<file path="src/rtl/serdes_align_ctrl_if.sv">
// Data/status bundle between the ISERDES receive path and the word-alignment controller.
// The controller uses the slave modport; the stimulus/consumer side uses the master modport.
interface serdes_align_ctrl_if #(
  parameter int WIDTH = 8
) ();
  logic             start_i;
  logic             stb_i;
  logic [WIDTH-1:0] dat_i;
  logic             bitslip_o;
  logic             locked_o;
  logic             fail_o;
  logic [7:0]       slip_cnt_o;
  logic [15:0]      err_cnt_o;

  modport master (
    output start_i, stb_i, dat_i,
    input  bitslip_o, locked_o, fail_o, slip_cnt_o, err_cnt_o
  );

  modport slave (
    input  start_i, stb_i, dat_i,
    output bitslip_o, locked_o, fail_o, slip_cnt_o, err_cnt_o
  );
endinterface

</file>
<file path="src/rtl/serdes_align_ctrl.sv">
// ISERDES word-alignment controller: pulses BITSLIP until TRAIN_PATTERN is seen, then counts errors.
// Optional feature macro SERDES_ALIGN_RELOCK_EN: a run of RELOCK_THRESH bad words while locked re-aligns.
module serdes_align_ctrl #(
  parameter int               WIDTH         = 8,
  parameter logic [WIDTH-1:0] TRAIN_PATTERN = 8'hA5,
  parameter int               BITSLIP_WAIT  = 3,
  parameter int               MATCH_COUNT   = 4,
  parameter int               MAX_SLIPS     = 8,
  parameter int               RELOCK_THRESH = 4
) (
  input  logic              clk,
  input  logic              rst,
  serdes_align_ctrl_if.slave bus
);

  localparam int SW = $clog2(BITSLIP_WAIT + 1);
  localparam int MW = $clog2(MATCH_COUNT + 1);

  if ((BITSLIP_WAIT < 1) || (MATCH_COUNT < 1) || (RELOCK_THRESH < 1)) begin : g_bad_cfg
    $error("serdes_align_ctrl: BITSLIP_WAIT, MATCH_COUNT and RELOCK_THRESH must be >= 1");
  end

  typedef enum logic [2:0] {
    S_IDLE,
    S_WAIT,
    S_CHECK,
    S_SLIP,
    S_LOCK,
    S_FAIL
  } state_t;

  state_t          state_q;
  logic            bitslip_q;
  logic            locked_q;
  logic            fail_q;
  logic [7:0]      slip_cnt_q;
  logic [15:0]     err_cnt_q;
  logic [SW-1:0]   stb_cnt_q;
  logic [MW-1:0]   match_cnt_q;
`ifdef SERDES_ALIGN_RELOCK_EN
  localparam int RW = $clog2(RELOCK_THRESH + 1);
  logic [RW-1:0]   run_cnt_q;
`endif

  logic hit;
  assign hit = (bus.dat_i == TRAIN_PATTERN);

  function automatic logic [15:0] sat_inc16(input logic [15:0] v);
    return (v == 16'hFFFF) ? v : v + 16'd1;
  endfunction

  always_ff @(posedge clk) begin
    if (rst) begin
      state_q     <= S_IDLE;
      bitslip_q   <= 1'b0;
      locked_q    <= 1'b0;
      fail_q      <= 1'b0;
      slip_cnt_q  <= '0;
      err_cnt_q   <= '0;
      stb_cnt_q   <= '0;
      match_cnt_q <= '0;
`ifdef SERDES_ALIGN_RELOCK_EN
      run_cnt_q   <= '0;
`endif
    end else if (bus.start_i) begin
      // START overrides every state, including a BITSLIP that would otherwise issue now
      state_q     <= S_WAIT;
      bitslip_q   <= 1'b0;
      locked_q    <= 1'b0;
      fail_q      <= 1'b0;
      slip_cnt_q  <= '0;
      err_cnt_q   <= '0;
      stb_cnt_q   <= '0;
      match_cnt_q <= '0;
`ifdef SERDES_ALIGN_RELOCK_EN
      run_cnt_q   <= '0;
`endif
    end else begin
      bitslip_q <= 1'b0;
      case (state_q)
        S_IDLE: ;
        S_WAIT: begin
          if (bus.stb_i) begin
            if (stb_cnt_q == SW'(BITSLIP_WAIT - 1)) begin
              stb_cnt_q <= '0;
              state_q   <= S_CHECK;
            end else begin
              stb_cnt_q <= stb_cnt_q + SW'(1);
            end
          end
        end
        S_CHECK: begin
          if (bus.stb_i) begin
            if (hit) begin
              if (match_cnt_q == MW'(MATCH_COUNT - 1)) begin
                match_cnt_q <= '0;
                locked_q    <= 1'b1;
                state_q     <= S_LOCK;
              end else begin
                match_cnt_q <= match_cnt_q + MW'(1);
              end
            end else begin
              match_cnt_q <= '0;
              if (slip_cnt_q < 8'(MAX_SLIPS)) begin
                bitslip_q  <= 1'b1;
                slip_cnt_q <= slip_cnt_q + 8'd1;
                state_q    <= S_SLIP;
              end else begin
                fail_q  <= 1'b1;
                state_q <= S_FAIL;
              end
            end
          end
        end
        S_SLIP: begin
          // Strobes during the slip cycle are dropped; the settle count restarts in WAIT
          stb_cnt_q <= '0;
          state_q   <= S_WAIT;
        end
        S_LOCK: begin
          if (bus.stb_i) begin
            if (!hit) begin
              err_cnt_q <= sat_inc16(err_cnt_q);
`ifdef SERDES_ALIGN_RELOCK_EN
              if (run_cnt_q == RW'(RELOCK_THRESH - 1)) begin
                run_cnt_q  <= '0;
                locked_q   <= 1'b0;
                bitslip_q  <= 1'b1;
                slip_cnt_q <= 8'd1;
                state_q    <= S_SLIP;
              end else begin
                run_cnt_q <= run_cnt_q + RW'(1);
              end
            end else begin
              run_cnt_q <= '0;
`endif
            end
          end
        end
        S_FAIL: ;
        default: state_q <= S_IDLE;
      endcase
    end
  end

  assign bus.bitslip_o  = bitslip_q;
  assign bus.locked_o   = locked_q;
  assign bus.fail_o     = fail_q;
  assign bus.slip_cnt_o = slip_cnt_q;
  assign bus.err_cnt_o  = err_cnt_q;

endmodule
</file>
<file path="src/flat_wrapper.sv">
// flat-port wrapper written by rule: the top's interface ports become plain ports
module serdes_align_ctrl_flat 
#(
  parameter int               WIDTH         = 8,
  parameter logic [WIDTH-1:0] TRAIN_PATTERN = 8'hA5,
  parameter int               BITSLIP_WAIT  = 3,
  parameter int               MATCH_COUNT   = 4,
  parameter int               MAX_SLIPS     = 8,
  parameter int               RELOCK_THRESH = 4
)
  (clk, rst, bus_start_i, bus_stb_i, bus_dat_i, bus_bitslip_o, bus_locked_o, bus_fail_o, bus_slip_cnt_o, bus_err_cnt_o);
  serdes_align_ctrl_if #(.WIDTH(WIDTH)) bus_i ();
  input  logic clk;
  input  logic rst;
  input wire logic [$bits(bus_i.start_i)-1:0] bus_start_i;
  input wire logic [$bits(bus_i.stb_i)-1:0] bus_stb_i;
  input wire logic [$bits(bus_i.dat_i)-1:0] bus_dat_i;
  output wire logic [$bits(bus_i.bitslip_o)-1:0] bus_bitslip_o;
  output wire logic [$bits(bus_i.locked_o)-1:0] bus_locked_o;
  output wire logic [$bits(bus_i.fail_o)-1:0] bus_fail_o;
  output wire logic [$bits(bus_i.slip_cnt_o)-1:0] bus_slip_cnt_o;
  output wire logic [$bits(bus_i.err_cnt_o)-1:0] bus_err_cnt_o;
  assign bus_i.start_i = bus_start_i;
  assign bus_i.stb_i = bus_stb_i;
  assign bus_i.dat_i = bus_dat_i;
  assign bus_bitslip_o = bus_i.bitslip_o;
  assign bus_locked_o = bus_i.locked_o;
  assign bus_fail_o = bus_i.fail_o;
  assign bus_slip_cnt_o = bus_i.slip_cnt_o;
  assign bus_err_cnt_o = bus_i.err_cnt_o;
  serdes_align_ctrl #(.WIDTH(WIDTH), .TRAIN_PATTERN(TRAIN_PATTERN), .BITSLIP_WAIT(BITSLIP_WAIT), .MATCH_COUNT(MATCH_COUNT), .MAX_SLIPS(MAX_SLIPS), .RELOCK_THRESH(RELOCK_THRESH)) u_core (.clk(clk), .rst(rst), .bus(bus_i));
endmodule
</file>
<file path="config.mk">
export PLATFORM = sky130hd
export DESIGN_NAME = serdes_align_ctrl_flat
export DESIGN_NICKNAME = d
export VERILOG_FILES = /design/src/rtl/serdes_align_ctrl_if.sv /design/src/rtl/serdes_align_ctrl.sv /design/src/flat_wrapper.sv
export SDC_FILE = /design/constraint.sdc
export NUM_CORES = 1
export LEC_CHECK = 0
export CAP_MARGIN = 20
export CELL_PAD_IN_SITES_DETAIL_PLACEMENT = 0
export CELL_PAD_IN_SITES_GLOBAL_PLACEMENT = 1
export CORE_MARGIN = 5
export CORE_UTILIZATION = 50
export CTS_BUF_LIST = sky130_fd_sc_hd__clkbuf_16
export CTS_CLUSTER_SIZE = 12
export DETAILED_ROUTE_END_ITERATION = 6
export DONT_BUFFER_PORTS = 1
export GPL_TIMING_DRIVEN = 0
export MAX_ROUTING_LAYER = met4
export PLACE_DENSITY = 0.85
export SYNTH_ARGS = -nofsm -noshare
export SYNTH_HDL_FRONTEND = slang
export SYNTH_SLANG_ARGS = --single-unit
export TNS_END_PERCENT = 5
</file>
<file path="constraint.sdc">
create_clock -name clk -period 3.4 [get_ports clk]
set_input_delay 0.51 -clock clk [delete_from_list [all_inputs] [get_ports clk]]
set_output_delay 0.51 -clock clk [all_outputs]
set_load 0.1 [all_outputs]
</file>
==> run_results.csv, run 1 <==
group,metric,value,unit
floorplan,die_w,69.9,um
detailed_routing,drcViolationCount,0,
layout,syn2layout_area_growth,10.8,%
synthesis,synth_compound_area_frac,0.155,
synthesis,syn_nets,220,
floorplan,start_util,0.526,
synthesis,ys.flop_type,"dfxtp_1",
synthesis,synth_top_family_by_area,"simple AND/OR/NAND/NOR gates",
sta,period_minus_slack,2.51,ns
synthesis,synthMuxAreaShare,0.0564,
critical_path,cp-start-kind,"flop",
placed_design,dp_hpwl,3240,um
layout,final_cells,259,
sta,maxSlewViolCount,0,
clocking,clk_pin_slew_worst_paths,0.05,ns
global_route,gr-usage-all-layers,0.193,
critical_path,end_kind,"flop",
sta,worst_slew_pin_slew,1.14,ns
layout,num_antenna_cells,0,
hold_path,holdPathStages,1,
layout,nNetsFinal,227,
sta,rsz0062_at_grt,"false",
critical_path,arrival,2.67,ns
pwr,p_leak,0.000643,uW
synthesis,synth_edf_count,0,
clocking,cts_root_buffer,"clkbuf_16",
detailed_routing,drt_iter0_drc,86,
pwr,ir_worst_vdd,266,uV
placed_design,gp_routability_congestion,0.824,
clocking,h-tree-depth,2,
sta,finClkSkew,0.00187,ns
layout,layout-drive-gt1-share,0.0986,
synthesis,synthCells,205,
detailed_routing,drt_first_pass_iters,4,
floorplan,core,0.00342,mm^2
critical_path,r2r-start,"u_core.bus.err_cnt_o[0]",
critical_path,critPathMaxFanout,10,
detailed_routing,wirelength,4500,um
sta,slew_headroom,0.238,
synthesis,synth-simple-area-share,0.334,
clocking,cts_buffers,5,
critical_path,reg2reg_slack,0.89,ns
critical_path,regToRegEndpoint,"u_core.bus.err_cnt_o[2]",
detailed_routing,routedWlPerCell,17.4,um
synthesis,ys_types,45,
critical_path,critPathKind,"flop to flop",
hold_path,hold_path.startpoint,"bus_stb_i",
placed_design,pre_cts_ws,0.912,ns
outcome,status,"completed",
synthesis,synth.avg_cell_area,8.76,um^2
detailed_routing,via_count,1626,
pwr,combPwrFrac,0.028,
placed_design,port_buffers,0,
sta,setup_viol,0,
hold_path,hold_end,"u_core.state_q[1]",
synthesis,synth_xor_xnor_area_share,0,
sta,fin_tns_setup,0,ns
pwr,p_switching,180,uW
clocking,cts_tree,"built",
clocking,clk-insertion-delay-late,0.28,ns
clocking,cts_num_sinks,35,
layout,nFillCells,312,
floorplan,die-area,0.00489,mm^2
pwr,internal_power,685,uW
sta,maxClockFrequency,398,MHz
clocking,postCtsHoldBufs,0,
floorplan,boundaryPins,39,
job,drv_cap,0,
global_route,grt_max_degree,11,
synthesis,synth-seq-area-share,0.390,
pwr,clkPwrFrac,0.494,
pwr,cellPowerDensity,435,mW/mm^2
global_route,grt_pass1_vias,1551,
synthesis,synth_area,0.00180,mm^2
sta,finalCritPeriodShare,0.739,
floorplan,num_rows,21,
critical_path,rr_worst_depth,7,
sta,hold_viol_final,0,
synthesis,ys_ff_latch,35,
clocking,cts.repair.resized,0,
synthesis,synth_adder_area_share,0.0209,
clocking,post_cts_buffers,0,
detailed_routing,ant_nets,0,
critical_path,required,3.56,ns
global_route,grt_pass1_wl,7460,um
floorplan,die_y,69.9,um
synthesis,async_flop_share,0,
placed_design,dp.cells,251,
global_route,overflow,0,
pwr,swShare,0.208,
global_route,antenna_found_initial,0,
pwr,seqPwrFrac,0.478,
sta,setup_ws,0.886,ns
clocking,clockBufferDepth,2,
detailed_routing,routed_via_density,6.28,
hold_path,hold_path_class,"input port to flop",
synthesis,ys_warn_count,0,
## registers in the layout (all words and copies together), names as in the netlist
name	count
u_core.match_cnt_q	3
u_core.bus.err_cnt_o	16
u_core.bus.locked_o	1
u_core.bus.fail_o	1
u_core.bus.bitslip_o	1
u_core.stb_cnt_q	2
u_core.bus.slip_cnt_o	8
u_core.state_q	3
## critical path: stages, from the launching register on
cell and delay, ns:
dfxtp_1 1.02, ha_1 0.36, and3_1 0.22, and4_4 0.22, buf_6 0.12, buf_4 0.17, o311ai_0 0.13, o41ai_1 0.15
## power groups by stage
| stage | Clock [uW] | Sequential [uW] | Combinational (uW) |
|---|---|---|---|
| floorplan | 0 | 422 | 18.9 |
| global placement | 0 | 422 | 23.8 |
| detailed placement | 0 | 422 | 24.1 |
| CTS | 433 | 414 | 24.2 |
| global route | 455 | 414 | 26.8 |
| finish | 427 | 414 | 24.3 |
## per-layer routing
metal	global-route usage	vias up	wire length (um)
met5	-	-	0
met4	0.0894	0	110
met3	0.0674	10	379
met2	0.295	58	2050
met1	0.229	776	1960
li1	-	782	-
## cell usage after synthesis (4+ instances only)
master    instances  area, um^2
mux2i_1           9        90.1
inv_1             6        22.5
o211ai_1          4        30.0
o21ai_0           8        40.0
nor2_1           12        45.0
nand3_1           5        25.0
nand4_1           7        43.8
nand2_1          21        78.8
and4bb_2          4        50.1
nor3_1            4        20.0
a21oi_1          12        60.1
and2_1            6        37.5
and3_1            4        25.0
dfxtp_1          35         701
or3_1            10        62.6
nor4_1            5        31.3
a31oi_1           5        31.3
## kinds of logic (layout without fill, tap and decap cells)
group | after synthesis | count (layout)
buffers and inverters | 15 | 23
AOI/OAI and AO/OA | 43 | 43
adders and majority gates | 3 | 3
and+or+nand+nor | 99 | 99
DFF | 35 | 35
muxes | 10 | 10
## cell usage in the layout, fill, tap and decap left out, drive strengths merged, types with 2 or more instances in the layout
cell,Yosys,final
a21oi,12,12
nand2b,3,3
nand2,21,21
nand3,5,5
a31oi,5,5
clkinv,0,2
o311ai,2,2
o31ai,2,2
a21boi,2,2
nor2b,2,2
nand4,7,7
buf,6,6
ha,3,3
o41ai,2,2
clkbuf,3,8
mux2i,9,9
and4,4,4
or3,10,10
nand4bb,3,3
nor2,12,12
dfxtp,35,35
or4,3,3
and4bb,4,4
inv,6,7
o21ai,10,10
o211ai,4,4
nor3,4,4
and2,6,6
nor4,7,7
and3,4,4
## stage by stage
stage,hold WS [ns],cell area [um^2],total power [uW],util
floorplan,0.436,1800,441,-
global placement,0.449,1850,446,0.542
detailed placement,0.457,1850,446,0.542
CTS,0.323,1990,871,0.582
global route,0.324,1990,895,0.582
finish,0.324,1990,865,0.582
## layout make-up
cell class                      count  area (um^2)  area share
Buffer                              9         55.1      0.0277
Clock buffer                        5          125      0.0629
Multi-Input combinational cell    155         1020       0.511
Tap cell                           46         57.6      0.0289
Clock inverter                      3         11.3     0.00566
Inverter                            6         22.5      0.0113
Sequential cell                    35          701       0.352
## worst max-delay path by stage
stage | cells past startpoint | from | slack (ns) | to
after floorplan | 5 | u_core.bus.err_cnt_o[0] | 1.11 | u_core.bus.err_cnt_o[8]
after global placement | 7 | u_core.bus.err_cnt_o[0] | 0.96 | u_core.bus.err_cnt_o[5]
after detailed placement | 7 | u_core.bus.err_cnt_o[0] | 0.91 | u_core.bus.err_cnt_o[2]
after CTS | 7 | u_core.bus.err_cnt_o[0] | 0.90 | u_core.bus.err_cnt_o[2]
after global routing | 7 | u_core.bus.err_cnt_o[0] | 0.77 | u_core.bus.err_cnt_o[5]
final | 7 | u_core.bus.err_cnt_o[0] | 0.89 | u_core.bus.err_cnt_o[2]
Power figures use the tool's default switching activity.
==> run 2: changes to the inputs <==
--- a/config.mk
+++ b/config.mk
@@ -9,14 +9,14 @@
 export CELL_PAD_IN_SITES_DETAIL_PLACEMENT = 0
 export CELL_PAD_IN_SITES_GLOBAL_PLACEMENT = 1
 export CORE_MARGIN = 5
-export CORE_UTILIZATION = 50
+export CORE_UTILIZATION = 46
 export CTS_BUF_LIST = sky130_fd_sc_hd__clkbuf_16
 export CTS_CLUSTER_SIZE = 12
 export DETAILED_ROUTE_END_ITERATION = 6
 export DONT_BUFFER_PORTS = 1
 export GPL_TIMING_DRIVEN = 0
 export MAX_ROUTING_LAYER = met4
-export PLACE_DENSITY = 0.85
+export PLACE_DENSITY = 0.79
 export SYNTH_ARGS = -nofsm -noshare
 export SYNTH_HDL_FRONTEND = slang
 export SYNTH_SLANG_ARGS = --single-unit
==> constraint.sdc (replaced) <==
create_clock -name clk -period 2.6 [get_ports clk]
set_input_delay 0.39 -clock clk [delete_from_list [all_inputs] [get_ports clk]]
set_output_delay 0.39 -clock clk [all_outputs]
set_load 0.1 [all_outputs]
==> run 2 against run 1 <==
  * Sequential cell count unchanged
  * Combinational power increased by 36%
  * Via count decreased by 0.55%
  * Setup slack got worse by 0.73 ns
  * Final cell count increased by 0.77%
  * Power increased by 56%
  * Highest routed layer unchanged
==> run_results.csv, run 2 (same netlist as run 1, synthesis figures left out) <==
group,metric,value,unit
outcome,status,"completed",
critical_path,cpPeakStageDelay,1.08,ns
pwr,p_switching,252,uW
sta,period_minus_slack,2.44,ns
pwr,cellPowerDensity,659,mW/mm^2
floorplan,die-area,0.00525,mm^2
placed_design,gp_routability_congestion,0.851,
detailed_routing,via_count,1617,
pwr,combPwrFrac,0.024,
job,drv_cap,0,
pwr,fin_total_pwr,1350,uW
global_route,grt_pass1_vias,1554,
critical_path,crit_path_cell_trace,"and3_1 > o211ai_1 > nor3_1 > mux2_2",
detailed_routing,routedWlPerCell,17.1,um
layout,nNetsFinal,227,
clocking,cts_root_buffer,"clkbuf_16",
clocking,post_cts_buffers,0,
hold_path,hold_path_class,"input port to flop",
layout,final_cells,261,
sta,maxSlewViolCount,0,
pwr,clkPwrFrac,0.576,
floorplan,die_w,72.5,um
placed_design,dp.cells,253,
layout,num_antenna_cells,0,
sta,slew_headroom,0.232,
sta,fin_tns_setup,0,ns
clocking,clockBufferDepth,2,
global_route,overflow,0,
pwr,internal_power,1100,uW
layout,largest_reg_flops,16,
global_route,grt_max_degree,13,
detailed_routing,drcViolationCount,0,
critical_path,critPathMaxFanout,7,
placed_design,dp_hpwl,3170,um
sta,maxClockFrequency,409,MHz
critical_path,required,2.77,ns
sta,rsz0062_at_grt,"false",
sta,finalCritPeriodShare,0.940,
layout,layout-drive-gt1-share,0.127,
clocking,h-tree-depth,2,
layout,final_common_cell,"dfxtp_1",
detailed_routing,routed_via_density,6.20,
floorplan,core,0.00372,mm^2
critical_path,critPathKind,"flop to flop",
floorplan,boundaryPins,39,
sta,finClkSkew,0.00418,ns
floorplan,die_y,72.5,um
critical_path,cp-start-kind,"flop",
critical_path,cp_slowest_cell,"dfxtp_1",
pwr,seqPwrFrac,0.400,
global_route,grt_pass1_wl,7590,um
global_route,antenna_found_initial,0,
clocking,clk_pin_slew_worst_paths,0.06,ns
floorplan,num_rows,22,
sta,setup_viol,0,
placed_design,port_buffers,0,
clocking,cts_buffers,5,
clocking,cts_tree,"built",
critical_path,end_kind,"flop",
floorplan,start_util,0.483,
pwr,p_leak,0.000665,uW
detailed_routing,drt_iter0_drc,94,
detailed_routing,wirelength,4460,um
sta,hold_viol_final,0,
layout,syn2layout_area_growth,14.3,%
pwr,swShare,0.186,
sta,hold_ws,0.207,ns
global_route,gr-usage-all-layers,0.189,
clocking,clk-insertion-delay-late,0.28,ns
clocking,cts_num_sinks,35,
pwr,ir_worst_vdd,478,uV
critical_path,arrival,2.62,ns
layout,nFillCells,343,
critical_path,reg2reg_slack,0.16,ns
sta,worst_slew_pin_slew,1.15,ns
layout,layout.cells.most_common_list,"dfxtp_1 (32), nand2_1 (21), nor2_1 (12), a21oi_1 (12), or3_1 (10)",
layout,fin_util,0.552,
detailed_routing,drt_first_pass_iters,4,
detailed_routing,ant_nets,0,
-- run 2: worst max-delay path: cells and delay by family (launching register included) --
kind / cells / cell delay [ns]
simple gates: 2 / 0.61
flops: 1 / 1.08
mux: 1 / 0.35
compound gates: 1 / 0.29
-- run 2: layer usage --
metal	vias up	global-route usage	share of wire
met5	-	-	0
li1	793	-	-
met3	6	0.0693	0.076
met1	770	0.222	0.44
met2	48	0.306	0.47
met4	0	0.0492	0.012
-- run 2: through the flow --
step / worst slack, ns / instance area [um^2]
2_1_floorplan: 0.308 / 1800
3_3_place_gp: 0.153 / 1860
3_5_place_dp: 0.0948 / 1860
4_1_cts: 0.0833 / 2050
5_1_grt: 0.00818 / 2050
6_report: 0.156 / 2050
-- run 2: path summary, 6_finish.rpt --
kind	depth (start not counted)	endpoint	start
worst min register to register	2	u_core.match_cnt_q[1]	u_core.match_cnt_q[1]
worst min-delay path	1	u_core.state_q[1]	bus_stb_i
worst max-delay path	4	u_core.bus.err_cnt_o[7]	u_core.bus.err_cnt_o[2]
worst max register to register	4	u_core.bus.err_cnt_o[7]	u_core.bus.err_cnt_o[2]
-- run 2: what timing repair did --
action	4_1_cts	5_1_grt
endpoints found under the setup margin	0	5
resized for setup	0	3
hold buffers	0	0
-- run 2: power by group through the flow --
stage / Combinational (uW) / Sequential [uW] / Clock, uW
final: 33.0 / 541 / 778
after detailed placement: 32.8 / 552 / 0
after CTS: 33.2 / 540 / 790
after global placement: 31.3 / 552 / 0
after floorplan: 24.7 / 551 / 0
after global routing: 37.1 / 541 / 817
-- run 2: cell type report --
class / instances / area [um^2] / share of cell area
Clock buffer: 5 / 125 / 0.0610
Sequential cell: 35 / 704 / 0.343
Buffer: 9 / 55.1 / 0.0268
Clock inverter: 3 / 67.6 / 0.0329
Inverter: 6 / 22.5 / 0.0110
Multi-Input combinational cell: 155 / 1020 / 0.496
Tap cell: 48 / 60.1 / 0.0293
==> run 3: changes to the inputs <==
--- a/config.mk
+++ b/config.mk
@@ -8,6 +8,7 @@
 export CAP_MARGIN = 20
 export CELL_PAD_IN_SITES_DETAIL_PLACEMENT = 0
 export CELL_PAD_IN_SITES_GLOBAL_PLACEMENT = 1
+export CORE_ASPECT_RATIO = 1.1
 export CORE_MARGIN = 5
 export CORE_UTILIZATION = 46
 export CTS_BUF_LIST = sky130_fd_sc_hd__clkbuf_16
==> run 3 against run 2 <==
  * Power down 8.4%
  * Sequential cell count did not move
  * Wire length shrank 2.4%
  * Count of clock-buffer cells in the layout did not move
  * Critical path depth is 3 higher
==> run_results.csv, run 3 (same netlist as run 1, synthesis figures left out) <==
group,metric,value,unit
outcome,status,"completed",
floorplan,die-area,0.00525,mm^2
hold_path,hold_path_class,"input port to flop",
sta,slew_headroom,0.229,
detailed_routing,drt_first_pass_iters,4,
critical_path,arrival,2.62,ns
clocking,cts.repair.resized,0,
clocking,clk-insertion-delay-late,0.28,ns
critical_path,r2r-start,"u_core.bus.err_cnt_o[3]",
placed_design,port_buffers,0,
placed_design,gp_routability_congestion,0.840,
pwr,swShare,0.194,
sta,worst_slew_pin_slew,1.15,ns
sta,hold_ws,0.206,ns
pwr,internal_power,998,uW
detailed_routing,wl_met1,1940,um
clocking,cts_num_sinks,35,
global_route,overflow,0,
clocking,postCtsHoldBufs,0,
layout,layout.cells.most_common_list,"dfxtp_1 (33), nand2_1 (21), nor2_1 (12), a21oi_1 (12), or3_1 (10)",
floorplan,core,0.00371,mm^2
clocking,cts_root_buffer,"clkbuf_16",
critical_path,critPathKind,"flop to flop",
sta,fin_tns_setup,0,ns
detailed_routing,ant_nets,0,
sta,maxSlewViolCount,0,
floorplan,boundaryPins,39,
clocking,clk_pin_slew_worst_paths,0.05,ns
detailed_routing,drt_iter0_drc,115,
global_route,grt_pass1_wl,7260,um
sta,finalCritPeriodShare,0.941,
detailed_routing,wirelength,4350,um
detailed_routing,topRoutingLayerUsed,"met4",
critical_path,critPathLaunch,"u_core.bus.err_cnt_o[3]",
sta,finClkSkew,0.00579,ns
global_route,gr-usage-all-layers,0.184,
layout,nNetsFinal,227,
floorplan,die_w,69.6,um
detailed_routing,wl_met3,340,um
placed_design,pre_cts_ws,0.130,ns
critical_path,rr_worst_depth,7,
layout,layout-drive-gt1-share,0.117,
critical_path,crit_path_end,"u_core.bus.err_cnt_o[5]",
critical_path,required,2.77,ns
detailed_routing,routedWlPerCell,16.5,um
global_route,antenna_found_initial,0,
detailed_routing,routed_via_density,6.01,
detailed_routing,routed-wl-met2,1980,um
sta,period_minus_slack,2.45,ns
critical_path,critPathMaxFanout,10,
floorplan,num_rows,23,
pwr,combPwrFrac,0.026,
detailed_routing,drcViolationCount,0,
clocking,cts_tree,"built",
clocking,clockBufferDepth,2,
layout,final_common_cell,"dfxtp_1",
sta,rsz0062_at_grt,"false",
global_route,grt_pass1_vias,1510,
sta,maxClockFrequency,409,MHz
pwr,fin_total_pwr,1240,uW
layout,num_antenna_cells,0,
critical_path,regToRegEndpoint,"u_core.bus.err_cnt_o[5]",
pwr,p_leak,0.000656,uW
pwr,p_switching,241,uW
clocking,post_cts_buffers,0,
floorplan,die_y,75.5,um
sta,setup_ws,0.154,ns
sta,setup_viol,0,
pwr,seqPwrFrac,0.437,
placed_design,dp_hpwl,3160,um
clocking,cts_buffers,5,
clocking,h-tree-depth,2,
global_route,grt_max_degree,12,
critical_path,reg2reg_slack,0.15,ns
layout,largest_reg_flops,16,
pwr,cellPowerDensity,612,mW/mm^2
job,drv_cap,0,
pwr,clkPwrFrac,0.537,
critical_path,cp-start-kind,"flop",
layout,syn2layout_area_growth,12.8,%
critical_path,end_kind,"flop",
pwr,ir_worst_vdd,409,uV
floorplan,start_util,0.484,
detailed_routing,via_count,1581,
sta,hold_viol_final,0,
[run 3: cell types whose count changed in the layout (fill, tap and decap cells not counted), sizes merged]
cell / change
clkinv: +2
bufinv: -1
clkinvlp: -1
[run 3: power groups by stage]
stage | registers (uW) | logic, uW | clock network [uW]
floorplan | 551 | 24.7 | 0
global placement | 552 | 31.3 | 0
global route | 541 | 36.2 | 708
finish | 541 | 32.3 | 666
detailed placement | 552 | 32.2 | 0
CTS | 541 | 32.4 | 680
[run 3: worst min-delay path by stage]
stage,start,endpoint,cells past startpoint
2_1_floorplan,u_core.match_cnt_q[1],u_core.match_cnt_q[1],2
3_3_place_gp,u_core.match_cnt_q[1],u_core.match_cnt_q[1],2
3_5_place_dp,u_core.match_cnt_q[1],u_core.match_cnt_q[1],2
4_1_cts,bus_stb_i,u_core.state_q[1],1
5_1_grt,bus_stb_i,u_core.state_q[1],1
6_report,bus_stb_i,u_core.state_q[1],1
[run 3: stage by stage]
stage                     instance area, um^2  utilization  std cells
after CTS                                2020        0.545        263
after floorplan                          1800            -        205
after global routing                     2020        0.545        263
after detailed placement                 1860        0.501        255
final                                    2020        0.545        263
after global placement                   1860        0.501        255
[run 3: critical path, cell delays in order, from the launching register on]
cell and delay (ns):
dfxtp_1 1.08, and4_1 0.37, buf_6 0.13, and4_4 0.20, buf_6 0.12, buf_4 0.17
o311ai_0 0.14, o41ai_1 0.13
[run 3: area by class of cell]
class / instances / area (um^2)
multi-input combinational: 155 / 1020
inverter: 6 / 22.5
clock inverter: 3 / 38.8
buffer: 9 / 55.1
tap: 50 / 62.6
clock buffer: 5 / 125
fill: 352 / 1690
sequential: 35 / 703
[run 3: per-layer routing]
layer | track usage | vias up
li1 | - | 783
met4 | 0.0716 | 0
met3 | 0.0726 | 7
met1 | 0.207 | 737
met5 | - | -
met2 | 0.297 | 54
